## src/rtl/fifo_rd_stream.sv

```systemverilog
// rtl/fifo_rd_stream.sv - FIFO read port to valid/ready stream with 3-entry prefetch
// Optional transfer counter output rd_count enabled by FIFO_RD_STREAM_CNT_EN.
module fifo_rd_stream #(
    parameter int DATA_WIDTH = 8
) (
    input  logic                  rclk,
    input  logic                  rrst_n,
    input  logic                  fifo_rempty,
    input  logic [DATA_WIDTH-1:0] fifo_rdata,
    output logic                  fifo_rinc,
    input  logic                  flush,
    output logic                  m_valid,
    input  logic                  m_ready,
    output logic [DATA_WIDTH-1:0] m_data
`ifdef FIFO_RD_STREAM_CNT_EN
    ,
    output logic [15:0]           rd_count
`endif
);

    logic [DATA_WIDTH-1:0] r_buf [3];
    logic [1:0]            r_head;
    logic [1:0]            r_tail;
    logic [1:0]            r_occ;
    logic                  r_inflight;

    logic [2:0]            w_fill;
    logic                  w_capture;
    logic                  w_transfer;

    function automatic logic [1:0] ptr_next(input logic [1:0] p);
        return (p == 2'd2) ? 2'd0 : p + 2'd1;
    endfunction

    // Credit check counts the in-flight word so the buffer can never overflow.
    assign w_fill     = {1'b0, r_occ} + {2'b00, r_inflight};
    assign fifo_rinc  = rrst_n & ~fifo_rempty & ~flush & (w_fill < 3'd3);
    assign w_capture  = r_inflight & ~flush;
    assign m_valid    = (r_occ != 2'd0);
    assign w_transfer = m_valid & m_ready;
    assign m_data     = (r_head == 2'd2) ? r_buf[2] :
                        (r_head == 2'd1) ? r_buf[1] : r_buf[0];

    always_ff @(posedge rclk or negedge rrst_n) begin
        if (!rrst_n) begin
            for (int i = 0; i < 3; i++) begin
                r_buf[i] <= '0;
            end
            r_head     <= 2'd0;
            r_tail     <= 2'd0;
            r_occ      <= 2'd0;
            r_inflight <= 1'b0;
        end else if (flush) begin
            r_head     <= 2'd0;
            r_tail     <= 2'd0;
            r_occ      <= 2'd0;
            r_inflight <= 1'b0;
        end else begin
            r_inflight <= fifo_rinc;
            if (w_capture) begin
                for (int i = 0; i < 3; i++) begin
                    if (r_tail == 2'(i)) begin
                        r_buf[i] <= fifo_rdata;
                    end
                end
                r_tail <= ptr_next(r_tail);
            end
            if (w_transfer) begin
                r_head <= ptr_next(r_head);
            end
            r_occ <= r_occ + {1'b0, w_capture} - {1'b0, w_transfer};
        end
    end

`ifdef FIFO_RD_STREAM_CNT_EN
    logic [15:0] r_rd_count;

    // Counts every accepted word, including one taken in a flush cycle.
    always_ff @(posedge rclk or negedge rrst_n) begin
        if (!rrst_n) begin
            r_rd_count <= 16'd0;
        end else if (w_transfer) begin
            r_rd_count <= r_rd_count + 16'd1;
        end
    end

    assign rd_count = r_rd_count;
`endif

endmodule

```

## config.mk

```make
export PLATFORM = sky130hd
export DESIGN_NAME = fifo_rd_stream
export DESIGN_NICKNAME = d
export VERILOG_FILES = /design/src/rtl/fifo_rd_stream.sv
export SDC_FILE = /design/constraint.sdc
export NUM_CORES = 1
export LEC_CHECK = 0
export CAP_MARGIN = 25
export CELL_PAD_IN_SITES_DETAIL_PLACEMENT = 1
export CELL_PAD_IN_SITES_GLOBAL_PLACEMENT = 1
export CORE_UTILIZATION = 45
export CTS_CLUSTER_DIAMETER = 200
export CTS_CLUSTER_SIZE = 24
export DETAILED_ROUTE_END_ITERATION = 8
export GPL_ROUTABILITY_DRIVEN = 0
export PLACE_DENSITY = 0.92
export SLEW_MARGIN = 20
export SYNTH_ARGS = -nofsm -noshare
export SYNTH_HDL_FRONTEND = slang
export SYNTH_SLANG_ARGS = --single-unit
```

## constraint.sdc

```tcl
create_clock -name rclk -period 3.7 [get_ports rclk]
set_input_delay 0.555 -clock rclk [delete_from_list [all_inputs] [get_ports rclk]]
set_output_delay 0.555 -clock rclk [all_outputs]
set_load 0.01 [all_outputs]
```

After elaboration in Yosys (flattened, before gate mapping):

Cells that the tools add are included.

* register bits: 31
* bits of input ports: 13
* output and inout port bits: 10
* word-level logic and storage cells: 41

* $add $sub $neg: 5
* $lt $le $gt $ge: 1
* eq/ne operators: 4
* muxes and demuxes: 10
* bitwise operators: 7
* reduce and logical (&&, ||, !) cells: 7

Operators by type and width (number)
* 8-bit two-way mux: 2
* 2-bit two-way mux: 7
* 3-bit AND reduction: 3
* 2-bit nonzero test: 3
* 1-bit bitwise AND: 5
* 2-bit by 1-bit adder with 2-bit output, second input constant: 2
* 2-bit by 1-bit equality test with 1-bit output, second input constant: 2
* 2-bit equality test, second input constant: 2
* 2-bit by 1-bit adder with 3-bit output: 1
* 3-bit by 2-bit less-than comparator with 1-bit output, second input constant: 1
* 2-bit by 1-bit adder with 2-bit output: 1
* 2-bit logical NOT: 1
* 1-bit NOT: 2
* 2-bit by 1-bit subtractor with 2-bit output: 1
* 1-bit two-way mux: 1

Logic depth before layout (Yosys ltp):

Gate-level depths: netlist of the first run.

* depth in word-level cells: 5
* mapped depth: 7

Worst setup path after synthesis of the first run:

OpenSTA, ideal clock, no wires.

* path type: register to output
* from: reg r_inflight
* to: out fifo_rinc
* arrival time: 1.461 ns
* data required time: 3.145 ns
* path slack: 1.684 ns
* stages on the path, launching flop included: 5
* cell sequence: dfrtp_1 -> ha_1 -> ha_1 -> or4b_1 -> a21oi_1

* word-level cells in the longest chain between the ends: 3

Ends and longest elaborated chain
* start, declared: line 25 `logic r_inflight;`
* start signal, assigned: line 59 `r_inflight <= fifo_rinc;`
* 2-bit by 1-bit adder with 3-bit output: line 36 `assign w_fill = {1'b0, r_occ} + {2'b00, r_inflight};`
* 3-bit by 2-bit less-than comparator with 1-bit output: line 37 `assign fifo_rinc = rrst_n & ~fifo_rempty & ~flush & (w_fill < 3'd3);`
* 1-bit bitwise AND: line 37
* end, declared: line 10 `output logic fifo_rinc,`

No other way between the ends.

Worst setup path in the final report of the first run:

* from: in flush
* to: out fifo_rinc

* word-level cells in the longest chain between the ends: 3

Ends and longest elaborated chain
* start, declared: line 11 `input logic flush,`
* 1-bit NOT (no line)
* 1-bit bitwise AND (2 in series): line 37

No other way between the ends.

==> summary.txt, run 1 <==
Slew Limit Fails: 0
Post-layout nets: 159
pwr/cell area: 539 nW/um2
number of port buffers: 22
Overflow after GRT: 0
WP data required: 3.14 ns
die height: 61.3 um
status: completed
die area: 3760 um2
Max-slew headroom: 0.427
CP Class: primary input to output port
Hold Fails Final Rpt: 0
highest clock rate: 327 MHz
Clock Pin Slew Worst Setup and Hold Paths: 0.09 ns
Hold Path Class: register to register
critical path arrival: 2.50 ns
TritonCTS clock tree: yes
worst vdd ir: 255 uV
overall via count from detail_route: 998
number of max-cap violations: 0
post-layout min period: 3.06 ns
sequential fraction of the synthesis area: 0.490
Core Rows: 21
commonest non-fill, non-tap cell in the layout: dfrtp_1
Final Cycle Share: 0.826
WL/cell: 16.4 um
total CTS buffers: 5
Die Wd: 61.3 um
Ys Warns: 0
Starting Density: 0.471
Final Skew: 0.0147 ns
Mean Syn Cell Area: 13.4 um2
detailed placement HPWL: 2240 um
initial antenna violation count: 0
drt first-iter violations: 22
largest net degree at the start of global routing: 32
Clock Tree Root: clkbuf_4
Num Clock Sinks: 31
worst r2r src: r_tail[0]
flop2flop setup slack: 2.11 ns
vias per cell: 5.28
Post-CTS Setup Inserts: 0
gr usage total: 0.203
TNS Setup: 0 ns
Post-CTS Hold Buffers: 0
Worst Max-Slew Pin Slew: 0.859 ns
first-pass GRT wire length: 5290 um
unrepaired setup endpoints after global routing: false
commonest cells after routing, fill and taps aside: 31 x dfrtp_1, 25 x mux2_2, 22 x clkdlybuf4s50_1
Setup Viol. Count Final: 0
nets in the synthesized netlist: 135
Post-Syn Instances: 118
Synth async-reset ratio: 1.00
Clk Latency, worst-skew pair: 0.33 ns
Fill cells: 364
total power: 1010 uW
antenna viol nets, final: 0
hold endpoint: r_buf[11]
Worst Setup End Kind: output port
Total Routed Length: 3100 um
Diodes inserted: 0
Final Core Density: 0.560
mapped cell area: 1580 um2
LEAKAGE: 0.000811 uW
H-tree depth: 2
First-pass DRT Iterations: 4
worst r2r path cells: 2
IO Pins: 23
post_cts resized: 0
worst hold start: r_buf[11]
CP Max Fanout: 13
element type at the critical path start: primary input
layout cells sized above 1: 0.266
clock buffer depth: 2
Post-synth top flop: dfrtp_1
worst reg2reg path endpoint: r_buf[23]
Residual DRC: 0
count of different cell masters after synthesis: 24
WHS Path Cells: 1
Layout area overhead: 18.9%
#FFs+latches synth: 31
Core Area: 3360 um2
vias in the first global route: 1,097
Post-synth EDFFs: 0
-- critical path, cell delays in order --
cell and delay (ns):
clkdlybuf4s50_1 0.64, or4b_1 0.64, a21oi_1 0.13, clkdlybuf4s50_1 0.54
-- through the flow --
step	cell area, um2	std cells	hold slack [ns]	setup WS [ns]
after global routing	1880	189	0.537	0.526
after detailed placement	1830	181	0.497	0.625
after global placement	1830	181	0.488	0.694
final	1880	189	0.514	0.643
after CTS	1880	189	0.519	0.621
after floorplan	1580	118	0.259	1.68
-- per-layer routing --
layer  vias up  track usage  routed length, um
met3         6       0.0378                 88
met1       501        0.250               1340
met4         0       0.0877                 37
li1        472            -                  -
met2        19        0.348               1630
met5         -            0                  0
-- cell usage after synthesis, types with 2 or more instances --
library cell	n	area share
dfrtp_1	31	0.49
mux2_2	25	0.18
mux2i_1	16	0.10
nor3b_1	6	0.028
buf_2	5	0.016
a21oi_1	4	0.013
ha_1	4	0.032
inv_1	4	0.0095
a211oi_1	3	0.014
nand2b_1	3	0.012
and4bb_2	2	0.016
nor2b_1	2	0.0079
or3b_2	2	0.011
-- area by class of cell --
type	instances	area, um2	share of cell area
Clock buffer	7	45.0	0.0239
Sequential cell	31	776	0.412
Tap cell	46	57.6	0.0306
Clock inverter	1	5.00	0.00266
Inverter	4	15.0	0.00798
Timing Repair Buffer	23	228	0.121
Multi-Input combinational cell	77	756	0.402
-- registers in the layout, summed over array words and instances (netlist names) --
name	flops
r_buf	24
r_head	2
r_inflight	1
r_occ	2
r_tail	2
-- power breakdown --
group          internal (uW)  switching (uW)  total [uW]
clock network           73.9             110         184
logic                    234             133         368
registers                397            65.1         462
total                    705             309        1010
-- worst max-delay path by stage --
stage	startpoint	endpoint	slack, ns	cells after the start
after floorplan	r_inflight	fifo_rinc	1.68	4
after global placement	flush	fifo_rinc	0.69	4
after detailed placement	flush	fifo_rinc	0.62	4
after CTS	flush	fifo_rinc	0.62	4
after global routing	flush	fifo_rinc	0.53	4
final	flush	fifo_rinc	0.64	4
-- cells by family (layout without fill, tap and decap cells) --
family                   after synthesis  in the layout  synth area share
adder cells (fa/ha/maj)                4              4            0.0316
buffers and inverters                 10             35            0.0324
XOR/XNOR                               2              2            0.0198
multiplexers                          41             41             0.279
AO/OA/AOI/OAI                          8              8            0.0316
flip-flops                            31             31             0.490
AND/OR/NAND/NOR                       22             22             0.115
Note: power is estimated with default switching activity, not from simulation.
==> run 2, diff against run 1 <==
- CORE_UTILIZATION: 45 -> 43
- PLACE_DENSITY: 0.92 -> 0.89
- clock period: 3.7 -> 3 ns (I/O delays scaled with it)
==> run 2 against run 1 <==
Core utilization grew 0.064 points. Routed wire length increased by 9.0%. Register-to-register slack got worse by 0.73 ns. Sequential share of layout area shrank 0.99 points.
==> summary.txt, run 2 (synthesis results as in run 1) <==
post-route insts no fill: 191 (was 189)
Max-slew headroom: 0.553 (was 0.427)
H-tree depth: 2 (unchanged)
first-pass GRT wire length: 5730 um (was 5290 um)
Num Clock Sinks: 31 (unchanged)
Diodes inserted: 0 (unchanged)
Worst Max-Slew Pin Slew: 0.667 ns (was 0.859 ns)
commonest cells after routing, fill and taps aside: 31 x dfrtp_1, 25 x mux2_2, 22 x clkdlybuf4s50_1 (unchanged)
Largest register FFs: 24 (unchanged)
Multi-input gate area: 756 um2 (unchanged)
pre-CTS setup slack: 0.416 ns (was 0.625 ns)
Worst Setup End Kind: output port (unchanged)
Slew Limit Fails: 0 (unchanged)
Hold Fails Final Rpt: 0 (unchanged)
Fill cells: 357 (was 364)
commonest non-fill, non-tap cell in the layout: dfrtp_1 (unchanged)
final setup margin: 0.225 ns (was 0.643 ns)
TritonCTS clock tree: yes (unchanged)
flop2flop setup slack: 1.38 ns (was 2.11 ns)
clock buffer depth: 2 (unchanged)
critical path arrival: 2.32 ns (was 2.50 ns)
Starting Density: 0.460 (was 0.471)
worst r2r path cells: 2 (unchanged)
Final Skew: 0.00717 ns (was 0.0147 ns)
number of port buffers: 22 (unchanged)
WP data required: 2.55 ns (was 3.14 ns)
Layout area overhead: 21.8% (was 18.9%)
WL/cell: 17.7 um (was 16.4 um)
number of max-cap violations: 0 (unchanged)
dpl cells: 183 (was 181)
CP Class: register to output port (was primary input to output port)
total CTS buffers: 5 (unchanged)
Core Rows: 21 (unchanged)
Biggest register: r_buf (unchanged)
pwr/cell area: 699 nW/um2 (was 539 nW/um2)
post_cts resized: 0 (unchanged)
post-layout min period: 2.77 ns
LEAKAGE: 0.000834 uW (was 0.000811 uW)
WHS Path Cells: 1 (unchanged)
highest clock rate: 360 MHz
antenna viol nets, final: 0 (unchanged)
worst vdd ir: 329 uV (was 255 uV)
Die Wd: 62.7 um (was 61.3 um)
gr usage total: 0.199 (was 0.203)
Core Area: 3440 um2 (was 3360 um2)
largest net degree at the start of global routing: 32 (unchanged)
overall via count from detail_route: 1,014 (was 998)
Post-CTS Setup Inserts: 0 (unchanged)
Post-CTS Hold Buffers: 0 (unchanged)
detailed placement HPWL: 2420 um (was 2240 um)
TNS Setup: 0 ns (unchanged)
drt first-iter violations: 33 (was 22)
total power: 1350 uW (was 1010 uW)
Overflow after GRT: 0 (unchanged)
Clk Latency, worst-skew pair: 0.29 ns (was 0.33 ns)
Total Routed Length: 3380 um (was 3100 um)
element type at the critical path start: register (was primary input)
Setup Viol. Count Final: 0 (unchanged)
Clock Pin Slew Worst Setup and Hold Paths: 0.06 ns (was 0.09 ns)
IO Pins: 23 (unchanged)
die area: 3930 um2 (was 3760 um2)
layout cells sized above 1: 0.276 (was 0.266)
status: completed (unchanged)
CP Max Fanout: 9 (was 13)
register area: 776 um2 (unchanged)
Residual DRC: 0 (unchanged)
Final Cycle Share: 0.925
Post-layout nets: 161 (was 159)
Clock Tree Root: clkbuf_8 (was clkbuf_4)
die height: 62.7 um (was 61.3 um)
vias in the first global route: 1,170 (was 1,097)
initial antenna violation count: 0 (unchanged)
vias per cell: 5.31 (was 5.28)
unrepaired setup endpoints after global routing: false (unchanged)
First-pass DRT Iterations: 3 (was 4)
Hold Path Class: register to register (unchanged)
## run 2: cell types whose count changed in the layout (fill, tap and decap cells not counted)
cell | previous run | this run
clkbuf_4 | 5 | 0
clkbuf_8 | 0 | 5
buf_4 | 1 | 3
## run 2: layout make-up
| class | instances | share of cell area |
|---|---|---|
| clock buffers | 7 | 0.0396 |
| clock inverters | 1 | 0.00260 |
| inverters | 4 | 0.00779 |
| multi-input cells | 77 | 0.392 |
| flip-flops and latches | 31 | 0.402 |
| well taps | 46 | 0.0299 |
| repair buffers | 25 | 0.126 |
## run 2: report_power, final
group	total, uW	leakage (uW)	switching [uW]	internal, uW
registers	570	0.000410	78.7	491
logic	462	0.000382	171	291
clock network	317	0.0000422	154	162
total	1350	0.000834	404	944
## run 2: path summary, 6_finish.rpt
path / start / end
min in group asynchronous: rrst_n / r_tail[1]
setup reg to reg: r_tail[0] / r_buf[21]
max in group asynchronous: rrst_n / r_buf[13]
setup / recovery: r_inflight / fifo_rinc
hold / removal: r_buf[4] / r_buf[4]
hold reg to reg: r_buf[4] / r_buf[4]
## run 2: layer usage
metal  wire [um]  global-route usage  vias to the layer above  part of all wire
met5           0                   0                        -                 0
met4          64              0.0843                        0             0.019
met3         149              0.0693                        5             0.044
met2        1770               0.349                       22              0.52
met1        1390               0.216                      513              0.41
li1            -                   -                      474                 -
## run 2: worst max-delay path, stage by stage, from the launching register on
cell and delay (ns):
dfrtp_1 0.46, ha_1 0.22, ha_1 0.17, or4b_1 0.49
a21oi_1 0.14, clkdlybuf4s50_1 0.56
## run 2: metrics by stage
stage          area [um2]  hold slack [ns]   util
2_1_floorplan        1580            0.154      -
3_3_place_gp         1850            0.489  0.537
3_5_place_dp         1850            0.498  0.537
4_1_cts              1930            0.512  0.560
5_1_grt              1930            0.529  0.560
6_report             1930            0.507  0.560
==> RTL change: new RTL, flow settings as in run 2 <==
Build with the macro `FIFO_RD_STREAM_CNT_EN` defined.
--- a/src/rtl/fifo_rd_stream.sv
+++ b/src/rtl/fifo_rd_stream.sv
@@ -1,4 +1,6 @@
 // rtl/fifo_rd_stream.sv - FIFO read port to valid/ready stream with 3-entry prefetch
 // Optional transfer counter output rd_count enabled by FIFO_RD_STREAM_CNT_EN.
+`define FIFO_RD_STREAM_CNT_EN
+
 module fifo_rd_stream #(
     parameter int DATA_WIDTH = 8
Check against the original RTL (old outputs only; new: rd_count): equivalent (equiv_simple and equiv_induct, registers matched by name and starting in step).
==> RTL change against run 2 <==
Cell area up 45%. Power up 36%. Area after synthesis up 42%. Sequential cell count up 16. Sequential share of layout area up 1.9 points. Setup slack worse by 96 ps. Core utilization up 1.2 points. Routed wire length up 32%. Critical endpoint unchanged.
==> RTL change: results <==
[status]
status = "finished, final reports clean"

[drt]
drt-initial-drc-count = 59
vias_per_cell = 5.25
post_drt_wl_per_cell_um = 15.3
dr.pass1.iters = 3

[worst_setup_path]
r2r_end = "r_occ[1]"
r2r_start = "r_occ[1]"
r2r_cells = 8
crit_arrival_ps = 2420
rrSetupSlack_ps = 1230
path_max_fanout = 5

[grt]
antenna_found_initial = 0
grt_pass1_wl_um = 7340
grt_pass1_vias = 1531
grt_util_all_layers_pct = 18.0
grt_max_degree = 48

[cts]
post_cts_buffers = 0
numCtsBuffers = 5
clock_latency_ps = 290
htree_num_levels = 2
cts_root_buffer = "clkbuf_8"
post_cts_resize_count = 0
clkTransAtPathRegs_ps = 80
clockBufferDepth = 2

[synth]
synth_mux_area_share_pct = 16.5
yosysWarnings = 0
synth_common_cells = "dfrtp_1 (47), mux2_2 (24), a21oi_1 (12)"
synth_flop_cell = "dfrtp_1"
ys_seq_area_share_pct = 52.2
synth-compound-area-share_pct = 5.94
synthTopCellsByArea = "dfrtp_1 (52%), mux2_2 (12%), mux2i_1 (4.0%), xnor2_1 (3.9%), ha_1 (2.8%)"
async_flop_share_pct = 100
synth_fa_ha_area_share_pct = 2.78
yosys.area_share.xor_xnor_pct = 6.61
synth_nets = 202
ys_types = 31

[cells_and_area]
diodes = 0
regMostFlops = "r_buf"
largest_register_ffs = 24
final_nets = 244
fill_cells = 535
drive_above_1_share_pct = 18.6

[timing]
skew_ps = 4.02
slew_violations = 0
tightest_slew_ps = 617
holdWs_ps = 250

[min_path]
hp-class = "in -> async"

[place]
portBuffers = 38
postPlaceCellArea_um2 = 2710
hpwlAfterDp_um = 3250

[power]
max-vdd-ir-drop_uv = 329
p_leak_nw = 1.25
RTL change: critical path: stages, from the launching register on:
cell and delay (ps):
dfrtp_1 430, ha_1 220, ha_1 170, or4b_2 620, a21oi_1 140, clkdlybuf4s50_1 550
RTL change: layout make-up:
| cell class | instances | area, um^2 | area share [%] |
|---|---|---|---|
| clock buffer | 6 | 82.6 | 2.96 |
| clock inverter | 1 | 5.00 | 0.179 |
| timing repair buffer | 42 | 405 | 14.5 |
| sequential | 47 | 1180 | 42.1 |
| tap | 67 | 83.8 | 3.00 |
| inverter | 5 | 18.8 | 0.672 |
| multi-input combinational | 125 | 1020 | 36.6 |
RTL change: per-stage QoR:
stage | worst slack, ps | instances
final | 129 | 293
after global routing | 19.2 | 293
after CTS | 113 | 293
after detailed placement | 312 | 286
after global placement | 325 | 286
after floorplan | 959 | 184
RTL change: how the worst max path moves through the flow:
stage	from	to	slack [ps]
finish	r_occ[0]	fifo_rinc	130
global route	r_occ[0]	fifo_rinc	20
CTS	r_occ[0]	fifo_rinc	110
detailed placement	flush	fifo_rinc	310
global placement	flush	fifo_rinc	320
floorplan	r_occ[0]	fifo_rinc	960
RTL change: power by group:
part	switching, mW	internal [mW]	total [mW]
clock	0.197	0.181	0.378
sequential	0.109	0.730	0.838
combinational	0.263	0.350	0.613
RTL change: per-layer routing:
layer / global-route usage [%] / vias up / wire length [um]
met1: 23.8 / 781 / 2060
met3: 3.79 / 4 / 116
met5: 0 / - / 0
li1: - / 730 / -
met4: 6.92 / 0 / 67
met2: 29.1 / 24 / 2230
RTL change: kinds of logic (layout without fill, tap and decap cells):
| kind of cell | count (synthesis) | in the layout |
|---|---|---|
| buffers and inverters | 12 | 54 |
| DFF | 47 | 47 |
| xor gates and xnor gates | 17 | 17 |
| and+or+nand+nor | 47 | 47 |
| muxes | 34 | 34 |
| AOI/OAI and AO/OA | 22 | 22 |
| adders and majority gates | 5 | 5 |
